--- config.mk ---
export PLATFORM = sky130hd
export DESIGN_NAME = lfsr_uart_tx
export DESIGN_NICKNAME = d
export VERILOG_FILES = /design/src/rtl/lfsr_uart_tx.sv
export SDC_FILE = /design/constraint.sdc
export NUM_CORES = 1
export LEC_CHECK = 0
export CORE_MARGIN = 2
export CORE_UTILIZATION = 57
export CTS_BUF_LIST = sky130_fd_sc_hd__clkbuf_4 sky130_fd_sc_hd__clkbuf_8
export DETAILED_ROUTE_END_ITERATION = 7
export PLACE_DENSITY = 0.88
export SLEW_MARGIN = 5
export SYNTH_ARGS = -nofsm -noshare
export SYNTH_HDL_FRONTEND = slang
export SYNTH_SLANG_ARGS = --single-unit
--- constraint.sdc ---
create_clock -name CLK -period 2.6 [get_ports CLK]
set_clock_uncertainty 0.05 [all_clocks]
set_input_delay 0.52 -clock CLK [delete_from_list [all_inputs] [get_ports CLK]]
set_output_delay 0.52 -clock CLK [all_outputs]
set_load 0.02 [all_outputs]
--- src/rtl/lfsr_uart_tx.sv ---
// lfsr_uart_tx: 8N1/8N2 UART transmitter fed by the prescaled LFSR stage.
// Bytes offered while a frame is in flight are dropped.
module lfsr_uart_tx #(
  parameter int BAUD_DIV  = 104,
  parameter int STOP_BITS = 1
) (
  input  logic       CLK,
  input  logic       RESETN,
  input  logic [7:0] I,
  input  logic       VALID,
  output logic       READY,
  output logic       TX,
  output logic       BUSY
);

  localparam int CW = $clog2(BAUD_DIV);

  localparam logic [CW-1:0] CNT_LAST  = CW'(BAUD_DIV - 1);
  localparam logic [2:0]    STOP_LAST = 3'(STOP_BITS - 1);

  localparam logic [1:0] S_IDLE  = 2'd0;
  localparam logic [1:0] S_START = 2'd1;
  localparam logic [1:0] S_DATA  = 2'd2;
  localparam logic [1:0] S_STOP  = 2'd3;

  logic [1:0]    state;
  logic [CW-1:0] cnt;
  logic [2:0]    idx;
  logic [7:0]    sh;
  logic          tx_q;
  logic          period_end;

  assign period_end = (cnt == CNT_LAST);
  assign READY      = (state == S_IDLE);
  assign BUSY       = ~READY;
  assign TX         = tx_q;

  always_ff @(posedge CLK or negedge RESETN) begin
    if (!RESETN) begin
      state <= S_IDLE;
      cnt   <= '0;
      idx   <= '0;
      sh    <= '0;
      tx_q  <= 1'b1;
    end else begin
      unique case (state)
        S_IDLE: begin
          if (VALID) begin
            sh    <= I;
            cnt   <= '0;
            idx   <= '0;
            state <= S_START;
            tx_q  <= 1'b0;
          end
        end
        S_START: begin
          if (period_end) begin
            cnt   <= '0;
            state <= S_DATA;
            tx_q  <= sh[0];
          end else begin
            cnt <= cnt + 1'b1;
          end
        end
        S_DATA: begin
          if (period_end) begin
            cnt <= '0;
            sh  <= sh >> 1;
            if (idx == 3'd7) begin
              idx   <= '0;
              state <= S_STOP;
              tx_q  <= 1'b1;
            end else begin
              idx  <= idx + 1'b1;
              tx_q <= sh[1];
            end
          end else begin
            cnt <= cnt + 1'b1;
          end
        end
        S_STOP: begin
          if (period_end) begin
            cnt <= '0;
            // idx doubles as the stop-bit counter here
            if (idx == STOP_LAST) begin
              idx   <= '0;
              state <= S_IDLE;
            end else begin
              idx <= idx + 1'b1;
            end
          end else begin
            cnt <= cnt + 1'b1;
          end
        end
        default: state <= S_IDLE;
      endcase
    end
  end

endmodule

==> out/metrics.cfg, run 1 <==
[status]
status = completed

[power]
p_leak_nw = 0.6165
worst_ir_drop_vdd_uv = 331.3
powerDensity_nw_per_um2 = 367.1

[finish]
layout_common_cells = dfrtp_1 (20), mux2_2 (16), clkdlybuf4s50_1 (13), nand2_1 (10), ha_1 (9)
drive_above_1_share = 0.2256
fin_util = 0.7234
final_common_cell = dfrtp_1
nets = 154
diodes = 0
syn_to_final_growth_pct = 16.55

[sta]
slew_violations = 0
finalHoldViolCount = 0
rsz0062_at_grt = false
finalCriticalPeriod_ns = 2.376
fmax_ghz = 0.4209
relSlewSlack = 0.5254
fin_tns_setup_ns = 0
timing.final.crit_share = 0.9138
tightest_slew_ns = 0.7104
setup_viol = 0

[yosys]
yosysSeqAreaShare = 0.4197
yosysTopAreaCell = dfrtp_1
syn_nets = 136
syn_inst = 116
synthTopCellsByArea = dfrtp_1 (40%), mux2_2 (14%), ha_1 (9.0%), nand2_1 (3.0%), xor2_1 (2.8%)
ys_types = 35
ys.flop_type = dfrtp_1
synth_area_per_cell_um2 = 10.82
synth_area_um2 = 1255
async_reset_ff_frac = 1.000
yosys.area.top_type_share = 0.3988
ys_ff_latch = 21
ys.warnings.count = 0
synth-edff-count = 0

[cts]
post_cts_buffers = 0
cts_tree = built
clk_pin_slew_worst_paths_ns = 0.11
clkSinkCount = 21
cts-root-buf = clkbuf_4
cts_hold_buffers = 0
htreeDepth = 1
cts_buffers = 3
clock_path_buffers = 2
clock_latency_ns = 0.30
cts-resized-gates = 0

[placed_design]
place.gp.congestion = 0.8189
port_buffers = 13
hpwl_mm = 1.944

[detailed_routing]
drc = 0
drt-wirelength-per-cell_um = 14.96
drt_first_pass_iters = 4
via_per_inst = 5.756
drt_iter0_drc = 21
vias = 921
routed_wl_mm = 2.393
postRouteAntennaNets = 0

[setup_path]
required_ns = 2.03
crit_top_cell = inv_1
end_kind = output pin
crit_chain = inv_1 > ha_1 > inv_1 > clkdlybuf4s50_1
path_max_fanout = 6
crit_slowest_cell = clkdlybuf4s50_1
slowest_delay_ns = 0.61
worstPathArrival_ns = 1.81
worst-path-buf-inv = 3
critical-path-top-delay-family = buffers and inverters
crit_path_start_kind = flip-flop
critPathKind = reg -> out

[grt]
grt_max_degree = 13
grt_overflow = 0
grt_usage = 0.2177
grt_pass1_vias = 967
antenna_found_initial = 0
grt_first_pass_wirelength_mm = 4.153

[floorplanning]
core_area_um2 = 2022
row_count = 16
die_area_um2 = 2593
die_h_um = 50.92
start_util = 0.6207
fp.dieW_um = 50.92
ios = 14

[hold_path]
hp-class = in -> async

[job]
cap_viol_max_count = 0

==> layer usage <==
metal | wire length [um] | track usage
met1 | 984 | 0.2745
met2 | 1220 | 0.3528
met3 | 113 | 0.04386
met4 | 74 | 0.1126
met5 | 0 | 0
==> kinds of logic after synthesis <==
family | synth area share
AND/OR/NAND/NOR | 0.1665
buffers and inverters | 0.03090
XOR/XNOR | 0.02791
flip-flops | 0.4197
adder cells (fa/ha/maj) | 0.08973
AO/OA/AOI/OAI | 0.1057
multiplexers | 0.1595
==> cell usage after synthesis (all sizes together), types with 2 or more instances <==
cell,n
clkbuf,2
dfrtp,20
xor2,4
nand2,10
nor3,2
inv,6
nor2,8
ha,9
nand2b,2
and3,2
mux2i,2
nor2b,2
o21ai,6
or3,2
a21oi,3
nand4,3
mux2,16
buf,2
==> layout make-up <==
| type | count | area (um2) |
|---|---|---|
| Inverter | 6 | 22.52 |
| Sequential cell | 21 | 526.8 |
| Clock buffer | 4 | 30.03 |
| Multi-Input combinational cell | 85 | 689.4 |
| Fill cell | 144 | 559.3 |
| Timing Repair Buffer | 17 | 160.2 |
| Tap cell | 27 | 33.78 |
==> state kept, by name, indices dropped and copies added (netlist names) <==
register / count
idx: 3
cnt: 7
TX: 1
state: 2
sh: 8
==> per-stage QoR <==
step | instances | instance area [um2] | setup slack (ns) | hold slack (ns) | power, W
5_1_grt | 160 | 1463 | 0.1101 | 0.4800 | 0.0005654
2_1_floorplan | 116 | 1255 | 0.5626 | 0.1744 | 0.0003510
4_1_cts | 160 | 1463 | 0.2123 | 0.4680 | 0.0005443
6_report | 160 | 1463 | 0.2241 | 0.4662 | 0.0005370
3_3_place_gp | 156 | 1433 | 0.4635 | 0.4311 | 0.0003749
3_5_place_dp | 156 | 1433 | 0.4235 | 0.4408 | 0.0003777
==> worst paths after layout <==
kind,end,slack [ns],startpoint,cells after the start
max,BUSY,0.22,state[1]$_DFFE_PN0P_,4
min,idx[0]$_DFFE_PN0P_,0.47,RESETN,1
max reg2reg,sh[0]$_DFFE_PN0P_,0.44,cnt[0]$_DFFE_PN0P_,5
min reg2reg,sh[4]$_DFFE_PN0P_,0.47,sh[4]$_DFFE_PN0P_,1
max in group asynchronous,sh[5]$_DFFE_PN0P_,1.50,RESETN,2
min in group CLK,sh[4]$_DFFE_PN0P_,0.47,sh[4]$_DFFE_PN0P_,1
==> worst register-to-register path: stages (launching register included) <==
cell	delay, ns
dfrtp_1	0.40
ha_1	0.24
nand4_1	0.13
or3_4	0.38
a211oi_4	0.46
mux2_2	0.39
==> power by group <==
group          total [W]  switching (W)  internal [W]
Clock           0.000166      0.0000962     0.0000703
Combinational  0.0000352      0.0000124     0.0000227
Sequential      0.000335     0.00000331      0.000332
Note: power is estimated with default switching activity, not from simulation.
==> inputs of run 2 (changes only) <==
--- a/config.mk
+++ b/config.mk
@@ -9,6 +9,7 @@
 export CORE_UTILIZATION = 57
 export CTS_BUF_LIST = sky130_fd_sc_hd__clkbuf_4 sky130_fd_sc_hd__clkbuf_8
 export DETAILED_ROUTE_END_ITERATION = 7
+export HOLD_SLACK_MARGIN = 0.02
 export PLACE_DENSITY = 0.88
 export SLEW_MARGIN = 5
 export SYNTH_ARGS = -nofsm -noshare
==> results of run 2 <==
Same layout as run 1: the final DEF is identical, and so are final timing and power.
==> inputs of run 3 (changes only) <==
==> constraint.sdc (replaced) <==
create_clock -name CLK -period 2.6 [get_ports CLK]
set_clock_uncertainty 0.05 [all_clocks]
set_input_delay 0.26 -clock CLK [delete_from_list [all_inputs] [get_ports CLK]]
set_output_delay 0.26 -clock CLK [all_outputs]
set_load 0.02 [all_outputs]
==> out/metrics.cfg, run 3 (same netlist as run 1, synthesis figures left out) <==
[floorplanning]
die_h_um = 50.92  ; unchanged
die_area_um2 = 2593  ; unchanged
ios = 14  ; unchanged
core_area_um2 = 2022  ; unchanged
row_count = 16  ; unchanged
fp.dieW_um = 50.92  ; unchanged
start_util = 0.6207  ; unchanged

[detailed_routing]
drt-wirelength-per-cell_um = 15.12  ; was 14.96 um
drt_iter0_drc = 28  ; was 21
wl_met1_mm = 1.068  ; was 984 um
via_per_inst = 5.799  ; was 5.756
wl_met2_mm = 1.196  ; was 1.220 mm
vias = 922  ; was 921
wl_met3_um = 98  ; was 113 um
routed_wl_mm = 2.404  ; was 2.393 mm
postRouteAntennaNets = 0  ; unchanged
drc = 0  ; unchanged
drt_first_pass_iters = 4  ; unchanged
top_layer_used = met4  ; unchanged

[placed_design]
preCtsSetupSlack_ns = 0.4346  ; was 0.4235 ns
hpwl_mm = 1.843  ; was 1.944 mm
port_buffers = 13  ; unchanged
place.gp.congestion = 0.8578  ; was 0.8189

[grt]
grt_max_degree = 22  ; was 13
grt_usage = 0.2150  ; was 0.2177
grt_overflow = 0  ; unchanged
antenna_found_initial = 0  ; unchanged
grt_first_pass_wirelength_mm = 4.146  ; was 4.153 mm
grt_pass1_vias = 978  ; was 967

[finish]
layout_common_cells = dfrtp_1 (20), mux2_2 (16), clkdlybuf4s50_1 (13), nand2_1 (10), ha_1 (9)  ; unchanged
multi_input_area_um2 = 689.4  ; unchanged
final_common_cell = dfrtp_1  ; unchanged
largest_reg_flops = 8  ; unchanged
nets = 153  ; was 154
drive_above_1_share = 0.2197  ; was 0.2256
diodes = 0  ; unchanged
syn_to_final_growth_pct = 15.95  ; was 16.55%
largest_register = sh  ; unchanged
ff_latch_area_um2 = 526.8  ; unchanged
fill_cells = 134  ; was 144
largestRegisters = sh: 8 flops, cnt: 7 flops, idx: 3 flops  ; unchanged

[setup_path]
r2r_start = cnt[0]$_DFFE_PN0P_  ; unchanged
slowest_delay_ns = 0.46  ; was 0.61 ns
critPathKind = reg -> reg  ; was reg -> out
critical-path-top-delay-family = simple AND/OR/NAND/NOR gates  ; was buffers and inverters
path_max_fanout = 8  ; was 6
rrSetupSlack_ns = 0.42  ; was 0.44 ns
required_ns = 2.75  ; was 2.03 ns
worstPathArrival_ns = 2.33  ; was 1.81 ns
end_kind = flip-flop  ; was output pin
crit_path_start_kind = flip-flop  ; unchanged
rr_worst_depth = 5  ; unchanged
worst-path-buf-inv = 0  ; was 3
r2r_end = sh[2]$_DFFE_PN0P_  ; was sh[0]$_DFFE_PN0P_
crit_slowest_cell = a211oi_4  ; was clkdlybuf4s50_1
crit_chain = ha_1 > nand4_1 > or3_4 > a211oi_4 > mux2_2  ; was inv_1 > ha_1 > inv_1 > clkdlybuf4s50_1

[cts]
clkSinkCount = 21  ; unchanged
cts-root-buf = clkbuf_4  ; unchanged
clk_pin_slew_worst_paths_ns = 0.12  ; was 0.11 ns
cts_hold_buffers = 0  ; unchanged
cts_tree = built  ; unchanged
post_cts_buffers = 0  ; unchanged
clock_path_buffers = 2  ; unchanged
cts_buffers = 3  ; unchanged
clock_latency_ns = 0.31  ; was 0.30 ns
htreeDepth = 1  ; unchanged
cts-resized-gates = 0  ; unchanged

[sta]
finalCriticalPeriod_ns = 2.177  ; was 2.376 ns
finalHoldViolCount = 0  ; unchanged
fmax_ghz = 0.4594  ; was 0.4209 GHz
relSlewSlack = 0.4652  ; was 0.5254
timing.final.crit_share = 0.8371  ; was 0.9138
slew_violations = 0  ; unchanged
tightest_slew_ns = 0.8005  ; was 0.7104 ns
setup_viol = 0  ; unchanged
final.setup.worst_slack_ns = 0.4235  ; was 0.2241 ns
rsz0062_at_grt = false  ; unchanged
fin_tns_setup_ns = 0  ; unchanged

[power]
worst_ir_drop_vdd_uv = 278.5  ; was 331.3 uV
powerDensity_nw_per_um2 = 370.4  ; was 367.1 nW/um2
p_leak_nw = 0.6110  ; was 0.6165 nW

[job]
cap_viol_max_count = 0  ; unchanged

[hold_path]
hp-class = in -> async  ; unchanged

[status]
status = completed  ; unchanged

-- run 3: metal layers --
layer | GRT usage | vias to the layer above
met3 | 0.04386 | 6
met5 | 0 | -
met2 | 0.3636 | 30
met4 | 0.08108 | 0
li1 | - | 439
met1 | 0.2688 | 447
-- run 3: worst max-delay path by stage --
stage	from	endpoint	slack, ns	depth (start not counted)
6_report	cnt[0]$_DFFE_PN0P_	sh[2]$_DFFE_PN0P_	0.42	5
5_1_grt	cnt[0]$_DFFE_PN0P_	sh[6]$_DFFE_PN0P_	0.29	5
4_1_cts	cnt[0]$_DFFE_PN0P_	sh[2]$_DFFE_PN0P_	0.43	5
3_5_place_dp	cnt[0]$_DFFE_PN0P_	sh[2]$_DFFE_PN0P_	0.43	5
3_3_place_gp	cnt[0]$_DFFE_PN0P_	sh[4]$_DFFE_PN0P_	0.54	5
2_1_floorplan	state[0]$_DFFE_PN0P_	idx[0]$_DFFE_PN0P_	0.56	7
-- run 3: report_power, final --
group	switching [W]	internal (W)	total, W
Clock	0.0000992	0.0000704	0.000170
Sequential	0.00000284	0.000332	0.000335
Combinational	0.0000119	0.0000227	0.0000345
-- run 3: metrics by stage --
step                      hold slack (ns)  total power, W  std cells    util  instance area (um2)
after global placement             0.4281       0.0003747        155  0.7048                 1425
final                              0.2331       0.0005390        159  0.7197                 1455
after floorplan                  -0.08559       0.0003510        116       -                 1255
after CTS                          0.2440       0.0005453        159  0.7197                 1455
after detailed placement           0.4248       0.0003766        155  0.7048                 1425
after global routing               0.2509       0.0005589        159  0.7197                 1455
-- run 3: cell type report --
class | instances | share of cell area
Inverter | 6 | 0.01548
Tap cell | 27 | 0.02322
Clock buffer | 4 | 0.02064
Sequential cell | 21 | 0.3620
Timing Repair Buffer | 16 | 0.1049
Multi-Input combinational cell | 85 | 0.4738
